`src/rtl/seg_pkg.sv`:
```
`default_nettype none
// ============================================================================
//  Module      : seg_pkg
//  Description : Shared types and constants for the 7-segment display path.
//                Segment patterns are active-low, bit order g..a.
//                Contents:
//                  SEG_W        - width of one segment pattern
//                  SEG_OFF      - all segments dark
//                  HEX_SEG      - hex digit 0..F to segment pattern table
//                  scan_state_t - scan FSM state encoding
//                  max3()       - helper for sizing counters
//  Revision    : 1.0 - initial release
// ============================================================================
package seg_pkg;

    localparam int SEG_W = 7;

    localparam logic [SEG_W-1:0] SEG_OFF = 7'h7F;

    // Common-anode hex font, index 0 is the rightmost entry.
    localparam logic [15:0][SEG_W-1:0] HEX_SEG = {
        7'b0001110,  // F
        7'b0000110,  // E
        7'b0100001,  // d
        7'b1000110,  // C
        7'b0000011,  // b
        7'b0001000,  // A
        7'b0010000,  // 9
        7'b0000000,  // 8
        7'b1111000,  // 7
        7'b0000010,  // 6
        7'b0010010,  // 5
        7'b0011001,  // 4
        7'b0110000,  // 3
        7'b0100100,  // 2
        7'b1111001,  // 1
        7'b1000000   // 0
    };

    typedef enum logic [0:0] {
        ST_BLANK = 1'b0,
        ST_SHOW  = 1'b1
    } scan_state_t;

    function automatic int max3(input int a, input int b, input int c);
        int m;
        m = a;
        if (b > m) m = b;
        if (c > m) m = c;
        return m;
    endfunction

endpackage
`default_nettype wire

```
`src/rtl/scan_timer.sv`:
```
`default_nettype none
// ============================================================================
//  Module      : scan_timer
//  Description : Free-running up-counter with synchronous clear and a
//                terminal-count flag. The terminal value is supplied every
//                cycle so one instance serves both the blank and dwell phases.
//  Ports       : clk   - clock
//                rst   - synchronous active-high reset (count -> 0)
//                clear - restart counting from 0 on the next edge
//                limit - terminal value for the current phase
//                done  - high while count == limit
//  Revision    : 1.0 - initial release
// ============================================================================
module scan_timer #(
    parameter int WIDTH = 2
) (
    input  logic             clk,
    input  logic             rst,
    input  logic             clear,
    input  logic [WIDTH-1:0] limit,
    output logic             done
);

    logic [WIDTH-1:0] r_count;

    always_ff @(posedge clk) begin
        if (rst || clear) begin
            r_count <= '0;
        end else begin
            r_count <= r_count + 1'b1;
        end
    end

    assign done = (r_count == limit);

endmodule
`default_nettype wire

```
`src/rtl/seg_scan_driver.sv`:
```
`default_nettype none
// ============================================================================
//  Module      : seg_scan_driver
//  Description : Time-multiplexed driver for a common-anode multi-digit
//                7-segment display. Each digit slot is a dark gap of BLANK
//                cycles followed by DWELL lit cycles. Digit inputs are latched
//                once at the start of the lit phase so the shown digit never
//                tears.
//  Ports       : clk        - clock
//                reset      - synchronous active-high reset
//                seg_in     - DIGITS x 7 active-low patterns, digit k at [7k+6:7k]
//                dp_in      - active-low decimal points, one per digit
//                digit_en   - per-digit enable (0 keeps the digit dark)
//                seg_out    - active-low shared segment bus
//                dp_out     - active-low shared decimal point
//                an_out     - active-low anode selects (at most one low)
//                frame_done - one-cycle pulse after the wrap back to digit 0
//  Revision    : 1.0 - initial release
// ============================================================================
module seg_scan_driver
    import seg_pkg::*;
#(
    parameter int DIGITS = 4,
    parameter int DWELL  = 50000,
    parameter int BLANK  = 16
) (
    input  logic                    clk,
    input  logic                    reset,
    input  logic [DIGITS*SEG_W-1:0] seg_in,
    input  logic [DIGITS-1:0]       dp_in,
    input  logic [DIGITS-1:0]       digit_en,
    output logic [SEG_W-1:0]        seg_out,
    output logic                    dp_out,
    output logic [DIGITS-1:0]       an_out,
    output logic                    frame_done
);

    localparam int c_TIMER_W = $clog2(max3(DWELL, BLANK, 2));
    localparam int c_IDX_W   = $clog2(DIGITS);

    localparam logic [c_TIMER_W-1:0] c_DWELL_LAST = c_TIMER_W'(DWELL - 1);
    // With BLANK = 0 the blank phase only exists right after reset; a limit
    // of 0 makes it last a single cycle.
    localparam logic [c_TIMER_W-1:0] c_BLANK_LAST = c_TIMER_W'((BLANK > 0) ? BLANK - 1 : 0);
    localparam logic [c_IDX_W-1:0]   c_IDX_LAST   = c_IDX_W'(DIGITS - 1);

    scan_state_t          r_state;
    scan_state_t          w_state_next;
    logic [c_IDX_W-1:0]   r_idx;
    logic [c_IDX_W-1:0]   w_idx_next;
    logic [c_IDX_W-1:0]   w_sel_idx;
    logic [SEG_W-1:0]     r_seg_lat;
    logic                 r_dp_lat;
    logic                 r_en_lat;
    logic                 r_frame_done;
    logic                 w_tc;
    logic                 w_slot_end;
    logic                 w_wrap;
    logic                 w_load;
    logic [c_TIMER_W-1:0] w_limit;
    logic [DIGITS-1:0]    w_an;
    logic [SEG_W-1:0]     w_seg_arr [DIGITS];

    generate
        for (genvar k = 0; k < DIGITS; k++) begin : g_unpack
            assign w_seg_arr[k] = seg_in[SEG_W*k +: SEG_W];
        end
    endgenerate

    scan_timer #(
        .WIDTH (c_TIMER_W)
    ) u_timer (
        .clk   (clk),
        .rst   (reset),
        .clear (w_tc),
        .limit (w_limit),
        .done  (w_tc)
    );

    // ------------------------------------------------------------------
    // Next-state and control
    // ------------------------------------------------------------------
    always_comb begin
        w_state_next = r_state;
        w_idx_next   = r_idx;
        w_slot_end   = 1'b0;
        w_wrap       = 1'b0;
        w_load       = 1'b0;
        w_limit      = c_BLANK_LAST;
        w_sel_idx    = r_idx;

        case (r_state)
            ST_BLANK: begin
                w_limit = c_BLANK_LAST;
                if (w_tc) begin
                    w_state_next = ST_SHOW;
                    w_load       = 1'b1;
                end
            end
            ST_SHOW: begin
                w_limit = c_DWELL_LAST;
                if (w_tc) begin
                    w_slot_end = 1'b1;
                    w_wrap     = (r_idx == c_IDX_LAST);
                    w_idx_next = w_wrap ? '0 : r_idx + 1'b1;
                    if (BLANK == 0) begin
                        // Back-to-back slots: latch the following digit now.
                        w_state_next = ST_SHOW;
                        w_load       = 1'b1;
                    end else begin
                        w_state_next = ST_BLANK;
                    end
                end
                w_sel_idx = w_idx_next;
            end
            default: begin
                w_state_next = ST_BLANK;
            end
        endcase
    end

    always_ff @(posedge clk) begin
        if (reset) begin
            r_state <= ST_BLANK;
        end else begin
            r_state <= w_state_next;
        end
    end

    always_ff @(posedge clk) begin
        if (reset) begin
            r_idx        <= '0;
            r_seg_lat    <= SEG_OFF;
            r_dp_lat     <= 1'b1;
            r_en_lat     <= 1'b0;
            r_frame_done <= 1'b0;
        end else begin
            r_idx        <= w_idx_next;
            r_frame_done <= w_wrap;
            if (w_load) begin
                r_seg_lat <= w_seg_arr[w_sel_idx];
                r_dp_lat  <= dp_in[w_sel_idx];
                r_en_lat  <= digit_en[w_sel_idx];
            end
        end
    end

    // ------------------------------------------------------------------
    // Outputs: decoded from registers only
    // ------------------------------------------------------------------
    always_comb begin
        w_an = '1;
        if (r_state == ST_SHOW && r_en_lat) begin
            w_an[r_idx] = 1'b0;
        end
    end

    assign an_out     = w_an;
    assign seg_out    = (r_state == ST_SHOW) ? r_seg_lat : SEG_OFF;
    assign dp_out     = (r_state == ST_SHOW) ? r_dp_lat : 1'b1;
    assign frame_done = r_frame_done;

endmodule
`default_nettype wire

```
`config.mk`:
```
export PLATFORM = sky130hd
export DESIGN_NAME = seg_scan_driver
export DESIGN_NICKNAME = d
export VERILOG_FILES = /design/src/rtl/seg_pkg.sv /design/src/rtl/scan_timer.sv /design/src/rtl/seg_scan_driver.sv
export SDC_FILE = /design/constraint.sdc
export NUM_CORES = 1
export LEC_CHECK = 0
export ABC_AREA = 1
export CORE_MARGIN = 2
export CORE_UTILIZATION = 54
export DETAILED_ROUTE_END_ITERATION = 10
export PLACE_DENSITY = 0.86
export SETUP_SLACK_MARGIN = 0.1
export SLEW_MARGIN = 20
export SYNTH_ARGS = -nofsm -noshare
export SYNTH_HDL_FRONTEND = slang
export SYNTH_HIERARCHICAL = 1
export SYNTH_SLANG_ARGS = --single-unit
```
`constraint.sdc`:
```
create_clock -name clk -period 3.2 [get_ports clk]
set_input_delay 0.32 -clock clk [delete_from_list [all_inputs] [get_ports clk]]
set_output_delay 0.32 -clock clk [all_outputs]
set_load 0.1 [all_outputs]
```
# Word-level counts from Yosys, hierarchy flattened
# Index checks and enable logic that the tools add are counted.
[word_totals]
ff_bits = 29
latch_bits = 0
mem_bits_rw = 0
rom_bits = 0
in_bits = 38
mem_count = 0
[classes]
n_addsub = 2
multipliers = 0
div_mod_pow = 0
n_lt_le_gt_ge = 4
eq_ne = 2
n_shift = 0
mux = 20
bitwise = 4
reduce_logical = 4
[op_table]
columns = ["operator", "n"]
rows = [
  ["$pmux W16 S2", 1],
  ["$mux W7", 3],
  ["$add A16 B1 Y16 const B", 1],
  ["$eq A16 B16 Y1", 1],
  ["$bmux W7 S2", 1],
  ["$mux W1", 7],
  ["$lt A2 B3 Y1 const B", 2],
  ["$mux W2", 3],
  ["$bmux W1 S2", 2],
  ["$mux W4", 1],
  ["$not A4 Y4", 1],
  ["$ge A3 B3 Y1 const B", 1],
  ["$not A2 Y3", 1],
  ["$reduce_or A3 Y1", 1],
  ["$add A2 B1 Y2 const B", 1],
  ["$demux W1 S2", 1],
  ["$eq A2 B2 Y1 const B", 1],
  ["$ge A2 B1 Y1 const B", 1],
  ["$logic_and A1 B1 Y1", 2],
  ["$not A1 Y1", 2],
  ["$pmux W1 S2", 1],
  ["$logic_or A1 B1 Y1", 1],
]

# Longest topological paths before layout
# Gate-level depths: netlist of the first run.
[depth]
depth_word = 9
depth_mapped = 17
mapped_depth_nobuf = 16

# Modules after synthesis
# Netlist of the first run, hierarchy kept.
[by_module_without_submodules]
columns = ["module", "n_inst", "cells_each", "area_each_um2", "seq_area_each_um2"]
rows = [
  ["seg_scan_driver", 1, 181, 1072.3, 260.2],
  ["scan_timer", 1, 156, 1011.0, 320.3],
]

# Worst setup path after synthesis of the first run
# OpenSTA, ideal clock, no wires.
[synth_path]
path_kind = "flip-flop to flip-flop"
start = "register r_state"
end = "register r_seg_lat[3]"
setup_time_ps = 115
arrival_ps = 1873
t_required_ps = 3085
path_slack_ps = 1213
stages_incl_launch_ff = 16
path_buffers = 1
path_cell_list = "dfxtp_1 xnor2_1 nand2_1 nor2_1 nand2_1 nor2_1 nand2_2 inv_2 nand2_2 nand2_4 buf_6 nand2_1 nand3_1 nand2_1 nand2_1 nand2_1"
[synth_between]
elab_chain_cells = 9
elab_cells_between_ends = 11
classes_between = "1 x eq/ne; 8 x mux; 2 x bitwise"
[synth_rtl]
columns = ["element", "line", "text"]
rows = [
  ["start: declaration", "seg_scan_driver.sv:47", "scan_state_t r_state;"],
  ["start signal: assignment", "seg_scan_driver.sv:126", "r_state <= w_state_next;"],
  ["$not A1 Y1", "--", ""],
  ["$pmux W16 S2 *", "seg_scan_driver.sv:92", "case (r_state)"],
  ["$eq A16 B16 Y1 *", "scan_timer.sv:34", "assign done = (r_count == limit);"],
  ["via w_tc", "seg_scan_driver.sv:56", "logic w_tc;"],
  ["$mux W2", "seg_scan_driver.sv:102", "if (w_tc) begin"],
  ["$mux W2", "seg_scan_driver.sv:92", ""],
  ["$not A2 Y3 (implied by the code)", "seg_scan_driver.sv:141", "r_seg_lat <= w_seg_arr[w_sel_idx];"],
  ["$bmux W7 S2", "seg_scan_driver.sv:141", ""],
  ["$mux W7 (implied by the code) (2 in a row)", "seg_scan_driver.sv:141", ""],
  ["end signal: assignment", "seg_scan_driver.sv:141", ""],
  ["end: declaration", "seg_scan_driver.sv:52", "logic [SEG_W-1:0] r_seg_lat;"],
]
# The timed path passes the listed nets; every way through them passes the cells marked *. The select of a mux whose other input is x is not followed.
# A chain may end at the register's enable or synchronous reset.

# Worst setup path after layout of the first run
# Same ends and word-level chain as after synthesis.

==> flow_summary.ini, run 1 <==
[synthesis]
dominantRegCellSynth = sky130_fd_sc_hd__dfxtp_1
synth_top_cells_by_area = sky130_fd_sc_hd__dfxtp_1 (28%), sky130_fd_sc_hd__nand2_1 (19%), sky130_fd_sc_hd__inv_1 (9.9%)
postSynth.asyncResetShare_pct = 0
mappedNetlistArea_mm2 = 0.00208
most_instantiated_library_cell_after_synthesis = sky130_fd_sc_hd__nand2_1
syn_area_per_cell_um2 = 6.18
synth.top_cells.by_count = sky130_fd_sc_hd__nand2_1 (103), sky130_fd_sc_hd__inv_1 (55), sky130_fd_sc_hd__nor2_1 (34)
synth_top_cell_area_share_pct = 27.9
synth_area_leader_cell = sky130_fd_sc_hd__dfxtp_1
synthesis.instances = 337
synth_cell_type_count = 28
synth_seq_area_share_pct = 27.9
synth-seq-cells = 29
ys.warnings.count = 6
synth_edf_count = 0

[placement]
placed_area_mm2 = 0.00261
dpl.hpwl_mm = 3.62
numPortBuffers = 50
preCtsSetupSlack_ns = 0.777
gp_congestion = 0.872
placed_cells = 440

[clocking]
post_cts_buffers = 0
clkSinkCount = 29
cts-buffers-inserted = 5
ctsLongestPathBuffers = 2
cts_max_level = 2
clock_latency_ns = 0.28
tritoncts = built
cts.root.buffer_cell = sky130_fd_sc_hd__clkbuf_8
path_clk_slew_ns = 0.06
post_cts_hold_buffer_count = 0
cts-resized-gates = 0

[worst_setup_path]
crit_path_max_fanout = 13
cp-start-kind = flip-flop
path_class = flip-flop to flip-flop
worstPathRequired_ns = 3.37
critical_path.endpoint_type = flip-flop
worstPathArrival_ns = 2.63

[drt]
drt-total-wl_mm = 4.52
post_drt_via_cell_ratio = 4.66
via_count = 2089
drcViolationCount = 0
drt_iter0_drc = 102
detail_route.wl_per_cell_um = 10.1
firstDrtPassIters = 5
drtAntennaViolNets = 0

[timing]
worst_pin_slew_ns = 0.966
slew-limit-headroom_pct = 35.4
period_share_pct = 76.8
timing.final.hold_violations = 0
fin_setup_tns_ns = 0
final_critical_path_setup_slack_ns = 0.741
finalSetupViolCount = 0
clock-skew-final_ns = 0.00451
final_period_minus_worst_setup_slack_ns = 2.46
max_freq_ghz = 0.407
grt_setup_unrepaired = no
maxSlewViolCount = 0

[run_status]
outcome = complete, no violations

[layout]
fillers = 317
finish.net_count = 444
antenna_cells = 0
fin_cells = 448
area_growth_pct = 29.4
final_area_mm2 = 0.00270
drive_gt1_share_pct = 10.8

[pwr]
power_density_mw_per_mm2 = 280
power.ir.vdd_worst_mv = 0.170
internal-power_uw = 575
power.share.switching_pct = 23.9
p_leak_nw = 1.28
combPwrFrac_pct = 12.9
totalPowerFinal_uw = 755
power.share.sequential_pct = 48.8
switchingPower_uw = 180
clock_power_share_pct = 38.3

[die]
core-area_mm2 = 0.00369
die-width_um = 66.1
design.portCount = 51
core.rowCount = 22
floorplan.die_area_mm2 = 0.00437
die_height_um = 66.1
initial_core_util_pct = 56.5

[global_route]
grt_antenna_before_repair = 0
grt_pass1_wl_mm = 7.67
grt_usage_pct = 22.4
grt_overflow_total = 0
grt_pass1_vias = 1929
grt_max_degree = 18

[worst_hold_path]
hold_class = flip-flop to flip-flop

[job]
max_cap_violations = 0
[stage by stage]
| step | util, % | hold WS (ns) |
|---|---|---|
| after floorplan | - | 0.415 |
| after global placement | 70.8 | 0.444 |
| after detailed placement | 70.8 | 0.449 |
| after CTS | 73.1 | 0.464 |
| after global routing | 73.1 | 0.485 |
| final | 73.1 | 0.465 |
[kinds of logic after synthesis]
group                    synth area share, %
AND/OR/NAND/NOR                         42.5
flip-flops                              27.9
XOR/XNOR                                6.31
buffers and inverters                   12.7
adder cells (fa/ha/maj)                 4.20
other                                  0.360
AO/OA/AOI/OAI                           6.07
[placed cells by master (no fill, tap or decap), drive strengths merged, types with 6 or more instances in the layout]
cell,instances
a21oi,15
clkbuf,6
nand3,30
inv,57
nand3b,8
nor2,39
clkdlybuf4s50,38
ha,7
nand2,110
buf,13
or2,8
conb,13
dfxtp,29
xnor2,13
[path summary, 6_finish.rpt]
kind	cells past startpoint	endpoint	from	slack (ns)
hold reg to reg	2	r_seg_lat[6]$_SDFFE_PP1P_	r_seg_lat[6]$_SDFFE_PP1P_	0.47
setup reg to reg	12	r_seg_lat[3]$_SDFFE_PP1P_	r_state$_SDFF_PP0_	0.74
setup / recovery	12	r_seg_lat[3]$_SDFFE_PP1P_	r_state$_SDFF_PP0_	0.74
hold / removal	2	r_seg_lat[6]$_SDFFE_PP1P_	r_seg_lat[6]$_SDFFE_PP1P_	0.47
[power by group through the flow]
stage | registers (mW) | logic, mW | clock network [mW]
floorplan | 0.376 | 0.0444 | 0
global placement | 0.376 | 0.0957 | 0
detailed placement | 0.376 | 0.0970 | 0
CTS | 0.369 | 0.0973 | 0.295
global route | 0.369 | 0.110 | 0.315
finish | 0.369 | 0.0972 | 0.290
[routing by layer]
layer	GRT usage (%)	share of wire [%]	vias up
met5	0	0	-
met4	10.2	2.1	0
met3	4.26	5.4	13
met2	40.6	49	65
met1	24.9	43	883
li1	-	-	1128
[worst max-delay path, cell delays in order, from the launching register on]
cell and delay [ns]:
sky130_fd_sc_hd__dfxtp_1 0.62, sky130_fd_sc_hd__xnor2_1 0.18, sky130_fd_sc_hd__nand2_1 0.06, sky130_fd_sc_hd__nor2_1 0.10, sky130_fd_sc_hd__nand2_1 0.05, sky130_fd_sc_hd__nor2_1 0.28
sky130_fd_sc_hd__nand2_2 0.15, sky130_fd_sc_hd__o21ai_1 0.37, sky130_fd_sc_hd__inv_1 0.24, sky130_fd_sc_hd__nand3_1 0.13, sky130_fd_sc_hd__nand2_1 0.07, sky130_fd_sc_hd__nand2_1 0.06
sky130_fd_sc_hd__nand2_1 0.05
[layout make-up]
cell class	instances	area (um^2)	area share, %
Tap cell	48	60.1	2.23
Multi-Input combinational cell	255	1280	47.5
Sequential cell	29	581	21.5
Clock buffer	6	72.6	2.69
Inverter	57	214	7.94
Timing Repair Buffer	51	478	17.7
Clock inverter	2	10.0	0.371
[registers in the layout, summed over array words and instances, names as in the netlist]
signal           count
frame_done           1
r_dp_lat             1
r_en_lat             1
r_idx                2
r_seg_lat            7
r_state              1
u_timer/r_count     16
Power figures use the tool's default switching activity.
==> run 2: changes to the inputs <==
--- a/config.mk
+++ b/config.mk
@@ -7,9 +7,9 @@
 export LEC_CHECK = 0
 export ABC_AREA = 1
 export CORE_MARGIN = 2
-export CORE_UTILIZATION = 54
+export CORE_UTILIZATION = 45
 export DETAILED_ROUTE_END_ITERATION = 10
-export PLACE_DENSITY = 0.86
+export PLACE_DENSITY = 0.77
 export SETUP_SLACK_MARGIN = 0.1
 export SLEW_MARGIN = 20
 export SYNTH_ARGS = -nofsm -noshare
==> constraint.sdc (replaced) <==
create_clock -name clk -period 2 [get_ports clk]
set_input_delay 0.2 -clock clk [delete_from_list [all_inputs] [get_ports clk]]
set_output_delay 0.2 -clock clk [all_outputs]
set_load 0.1 [all_outputs]
==> flow_summary.ini, run 2 (synthesis results as in run 1) <==
[timing]
period_share_pct = 90.1
clock-skew-final_ns = 0.00466
timing.final.hold_violations = 0
finalSetupViolCount = 0
grt_setup_unrepaired = yes
fin_setup_tns_ns = 0
final_period_minus_worst_setup_slack_ns = 1.80
maxSlewViolCount = 0
max_freq_ghz = 0.555

[job]
max_cap_violations = 0

[layout]
registers.top_by_ff_count = u_timer/r_count
drive_gt1_share_pct = 17.3
largest_reg_flops = 16
largestRegisters = u_timer/r_count (16), r_seg_lat (7), r_idx (2)
layout.cells.most_common_list = sky130_fd_sc_hd__nand2_1 (101), sky130_fd_sc_hd__inv_1 (53), sky130_fd_sc_hd__clkdlybuf4s50_1 (37), sky130_fd_sc_hd__nor2_1 (33), sky130_fd_sc_hd__nand3_1 (30)
antenna_cells = 0
final_area_mm2 = 0.00306
utilization_pct = 69.4
area_growth_pct = 47.0
finish.net_count = 460
most_common_cell_after_layout_fill_and_taps_aside = sky130_fd_sc_hd__nand2_1

[pwr]
p_leak_nw = 1.48
totalPowerFinal_mw = 1.30
power.ir.vdd_worst_mv = 0.325
power_density_mw_per_mm2 = 425

[clocking]
path_clk_slew_ns = 0.06
post_cts_hold_buffer_count = 0
ctsLongestPathBuffers = 2
clock_latency_ns = 0.29
cts_max_level = 2
cts.root.buffer_cell = sky130_fd_sc_hd__clkbuf_8
cts-buffers-inserted = 5
clkSinkCount = 29
tritoncts = built

[die]
die_height_um = 72.0
initial_core_util_pct = 47.2
core.rowCount = 24
floorplan.die_area_mm2 = 0.00519
core-area_mm2 = 0.00441
design.portCount = 51
die-width_um = 72.0

[worst_setup_path]
critical_path.endpoint_type = flip-flop
worstPathArrival_ns = 2.04
crit_path_max_fanout = 5
worstPathRequired_ns = 2.24
cp-start-kind = flip-flop
path_class = flip-flop to flip-flop

[global_route]
grt_pass1_wl_mm = 8.36
grt_pass1_vias = 2040
grt_overflow_total = 0
grt_max_degree = 18
grt_usage_pct = 20.2
grt_antenna_before_repair = 0

[placement]
placed_area_mm2 = 0.00286
dpl.hpwl_mm = 3.84
numPortBuffers = 50
gp_congestion = 0.892

[drt]
drcViolationCount = 0
post_drt_via_cell_ratio = 4.66
drtAntennaViolNets = 0
drt_iter0_drc = 96
drt-total-wl_mm = 4.99
via_count = 2180
detail_route.wl_per_cell_um = 10.7
firstDrtPassIters = 4

[run_status]
outcome = complete, no violations

[worst_hold_path]
hold_class = flip-flop to flip-flop
## run 2: routing by layer
metal | vias up | track usage [%] | part of all wire (%)
met1 | 939 | 21.8 | 40
met3 | 7 | 5.14 | 5.8
li1 | 1169 | - | -
met4 | 0 | 8.18 | 1.6
met2 | 65 | 37.3 | 52
met5 | - | 0 | 0
## run 2: power breakdown
| part | total [mW] | leakage [nW] | switching, mW | internal [mW] |
|---|---|---|---|---|
| Combinational | 0.169 | 1.19 | 0.0643 | 0.105 |
| Sequential | 0.584 | 0.237 | 0.00280 | 0.582 |
| Clock | 0.547 | 0.0542 | 0.236 | 0.311 |
| Total | 1.30 | 1.48 | 0.303 | 0.997 |
## run 2: critical path, stage by stage (launching register included)
cell and delay [ns]:
sky130_fd_sc_hd__dfxtp_1 0.39, sky130_fd_sc_hd__xnor2_1 0.14, sky130_fd_sc_hd__nand2_1 0.07, sky130_fd_sc_hd__nor2_1 0.10, sky130_fd_sc_hd__nand2_1 0.12, sky130_fd_sc_hd__nor2_4 0.16
sky130_fd_sc_hd__nand2_4 0.10, sky130_fd_sc_hd__inv_4 0.09, sky130_fd_sc_hd__nand2_8 0.08, sky130_fd_sc_hd__buf_4 0.16, sky130_fd_sc_hd__nand3_1 0.06, sky130_fd_sc_hd__nand3_1 0.09
sky130_fd_sc_hd__nand3_1 0.09, sky130_fd_sc_hd__nand2_1 0.05, sky130_fd_sc_hd__inv_1 0.04
## run 2: final timing paths
check                                                   start                         to  slack [ns]  cells past startpoint
worst min-delay path                r_seg_lat[3]$_SDFFE_PP1P_  r_seg_lat[3]$_SDFFE_PP1P_        0.46                      2
worst min register to register      r_seg_lat[3]$_SDFFE_PP1P_  r_seg_lat[3]$_SDFFE_PP1P_        0.46                      2
worst max-delay path            u_timer/r_count[6]$_SDFF_PP0_      r_en_lat$_SDFFE_PP0P_        0.20                     14
worst max register to register  u_timer/r_count[6]$_SDFF_PP0_      r_en_lat$_SDFFE_PP0P_        0.20                     14
## run 2: final cells by class
| class | instances | area (um^2) |
|---|---|---|
| clock buffer | 7 | 96.3 |
| fill | 361 | 1350 |
| timing repair buffer | 64 | 727 |
| inverter | 57 | 216 |
| clock inverter | 1 | 5.00 |
| tap | 52 | 65.1 |
| sequential | 29 | 588 |
| multi-input combinational | 258 | 1370 |
## run 2: through the flow
step,worst slack (ns),hold WS (ns),instances
global route,0.0585,0.488,468
detailed placement,0.134,0.450,456
floorplan,0.152,0.295,348
global placement,0.157,0.442,456
finish,0.198,0.465,468
CTS,0.121,0.466,464
## run 2: timing repair
item | 4_1_cts | 5_1_grt
gates resized for setup | 0 | 20
buffers inserted | 0 | 1
hold endpoints to repair | 0 | 0
setup endpoints to repair | 0 | 9
==> run 3: changes to the inputs <==
--- a/config.mk
+++ b/config.mk
@@ -6,10 +6,12 @@
 export NUM_CORES = 1
 export LEC_CHECK = 0
 export ABC_AREA = 1
+export CAP_MARGIN = 5
 export CORE_MARGIN = 2
-export CORE_UTILIZATION = 45
+export CORE_UTILIZATION = 46
+export CTS_BUF_LIST = sky130_fd_sc_hd__clkbuf_8
 export DETAILED_ROUTE_END_ITERATION = 10
-export PLACE_DENSITY = 0.77
+export PLACE_DENSITY = 0.78
 export SETUP_SLACK_MARGIN = 0.1
 export SLEW_MARGIN = 20
 export SYNTH_ARGS = -nofsm -noshare
==> flow_summary.ini, run 3 (synthesis results as in run 1) <==
[clocking]
clock_latency_ns = 0.28
post_cts_buffers = 0
cts.root.buffer_cell = sky130_fd_sc_hd__clkbuf_8
cts-buffers-inserted = 5
post_cts_hold_buffer_count = 0
ctsLongestPathBuffers = 2
tritoncts = built
cts_max_level = 2
path_clk_slew_ns = 0.06
clkSinkCount = 29

[timing]
timing.final.hold_violations = 0
final_period_minus_worst_setup_slack_ns = 1.80
max_freq_ghz = 0.556
finalSetupViolCount = 0
maxSlewViolCount = 0
period_share_pct = 90.0
fin_setup_tns_ns = 0
grt_setup_unrepaired = yes
clock-skew-final_ns = 0.00594

[worst_setup_path]
worstPathArrival_ns = 1.97
critical_path.endpoint_type = flip-flop
cp_slowest_cell = sky130_fd_sc_hd__dfxtp_1
timing.critical_path.cells = xnor2_1 > nand2_1 > nor2_1 > nand2_1 > nor2_4 > nand2_4 > inv_4 > nand2_1 > nand2_4 > nand2_1 > nand3_1 > nand2_1 > nand2_1 > nand2_1
path_class = flip-flop to flip-flop
crit_top_cell = sky130_fd_sc_hd__nand2_1
cp-start-kind = flip-flop
timing.critical_path.max_delay_family = simple AND/OR/NAND/NOR gates
crit_path_max_fanout = 9
cp_num_buf_inv = 1
worstPathRequired_ns = 2.17
crit_path_max_incr_delay_ns = 0.35

[die]
core.rowCount = 24
design.portCount = 51
die-width_um = 71.3
core-area_mm2 = 0.00435
initial_core_util_pct = 47.8
floorplan.die_area_mm2 = 0.00508
die_height_um = 71.3

[layout]
largest_reg_flops = 16
most_common_cell_after_layout_fill_and_taps_aside = sky130_fd_sc_hd__nand2_1
fin_cells = 461
layout.cells.most_common_list = sky130_fd_sc_hd__nand2_1 (102), sky130_fd_sc_hd__inv_1 (55), sky130_fd_sc_hd__clkdlybuf4s50_1 (37), sky130_fd_sc_hd__nor2_1 (32), sky130_fd_sc_hd__nand3_1 (30)
antenna_cells = 0
largestRegisters = u_timer/r_count (16), r_seg_lat (7), r_idx (2)
area_growth_pct = 44.1
registers.top_by_ff_count = u_timer/r_count
finish.net_count = 454
utilization_pct = 68.9
drive_gt1_share_pct = 15.6

[drt]
drt_iter0_drc = 103
via_count = 2193
drtAntennaViolNets = 0
post_drt_via_cell_ratio = 4.76
firstDrtPassIters = 4
drcViolationCount = 0
detail_route.wl_per_cell_um = 10.9
drt-total-wl_mm = 5.03

[global_route]
grt_pass1_wl_mm = 8.81
grt_overflow_total = 0
grt_usage_pct = 21.1
grt_max_degree = 14
grt_antenna_before_repair = 0
grt_pass1_vias = 2054

[placement]
gp_congestion = 0.929
dpl.hpwl_mm = 3.89
numPortBuffers = 50
placed_cells = 453

[run_status]
outcome = complete, no violations

[pwr]
p_leak_nw = 1.45
power.ir.vdd_worst_mv = 0.223
power_density_mw_per_mm2 = 414

[worst_hold_path]
hold_class = flip-flop to flip-flop

[job]
max_cap_violations = 0
## run 3: changes by cell type in the layout (fill, tap and decap cells not counted), sizes merged
| cell | previous run | this run |
|---|---|---|
| buf | 27 | 23 |
| clkbuf | 7 | 6 |
| clkinv | 1 | 0 |
| inv | 57 | 58 |
| nand2 | 113 | 111 |
## run 3: stage by stage
step | hold slack, ns | cell area (um^2) | power, mW | setup WS (ns)
after floorplan | 0.295 | 2130 | 0.672 | 0.152
after global placement | 0.444 | 2830 | 0.767 | 0.127
after detailed placement | 0.447 | 2830 | 0.771 | 0.0812
after CTS | 0.462 | 2940 | 1.25 | 0.150
after global routing | 0.473 | 3000 | 1.30 | 0.0176
final | 0.459 | 3000 | 1.24 | 0.201
## run 3: metal layers
layer | vias to the layer above | GRT usage [%] | wire length, um
met5 | - | 0 | 0
met4 | 0 | 5.24 | 60
met3 | 7 | 5.34 | 272
met2 | 73 | 37.4 | 2520
met1 | 962 | 25.3 | 2170
li1 | 1151 | - | -
## run 3: what timing repair did
| action | in CTS | in global routing |
|---|---|---|
| resized for setup | 4 | 17 |
| setup endpoints to repair | 9 | 10 |
| gates cloned | 1 | 0 |
| pin swaps | 1 | 5 |
## run 3: worst register-to-register path, stage by stage, from the launching register on
cell and delay, ns:
sky130_fd_sc_hd__dfxtp_1 0.35, sky130_fd_sc_hd__xnor2_1 0.17, sky130_fd_sc_hd__nand2_1 0.06, sky130_fd_sc_hd__nor2_1 0.12, sky130_fd_sc_hd__nand2_1 0.11, sky130_fd_sc_hd__nor2_4 0.15
sky130_fd_sc_hd__nand2_4 0.10, sky130_fd_sc_hd__inv_4 0.09, sky130_fd_sc_hd__nand2_1 0.11, sky130_fd_sc_hd__nand2_4 0.14, sky130_fd_sc_hd__nand2_1 0.07, sky130_fd_sc_hd__nand3_1 0.07
sky130_fd_sc_hd__nand2_1 0.05, sky130_fd_sc_hd__nand2_1 0.06, sky130_fd_sc_hd__nand2_1 0.04
## run 3: path summary, 6_finish.rpt
kind,slack [ns],end,from,cells past startpoint
setup reg to reg,0.20,r_seg_lat[3]$_SDFFE_PP1P_,u_timer/r_count[7]$_SDFF_PP0_,14
setup / recovery,0.20,r_seg_lat[3]$_SDFFE_PP1P_,u_timer/r_count[7]$_SDFF_PP0_,14
hold / removal,0.46,r_seg_lat[6]$_SDFFE_PP1P_,r_seg_lat[6]$_SDFFE_PP1P_,2
hold reg to reg,0.46,r_seg_lat[6]$_SDFFE_PP1P_,r_seg_lat[6]$_SDFFE_PP1P_,2
## run 3: cell type report
class                           count  area (um^2)
Inverter                           57          216
Clock inverter                      1         3.75
Timing Repair Buffer               60          693
Multi-Input combinational cell    256         1350
Sequential cell                    29          591
Tap cell                           52         65.1
Clock buffer                        6         82.6
Fill cell                         342         1350
## run 3: where the power goes
| part | internal (mW) | leakage [nW] | switching (mW) | total (mW) |
|---|---|---|---|---|
| registers | 0.581 | 0.238 | 0.00282 | 0.584 |
| logic | 0.106 | 1.16 | 0.0684 | 0.175 |
| clock network | 0.267 | 0.0485 | 0.216 | 0.484 |
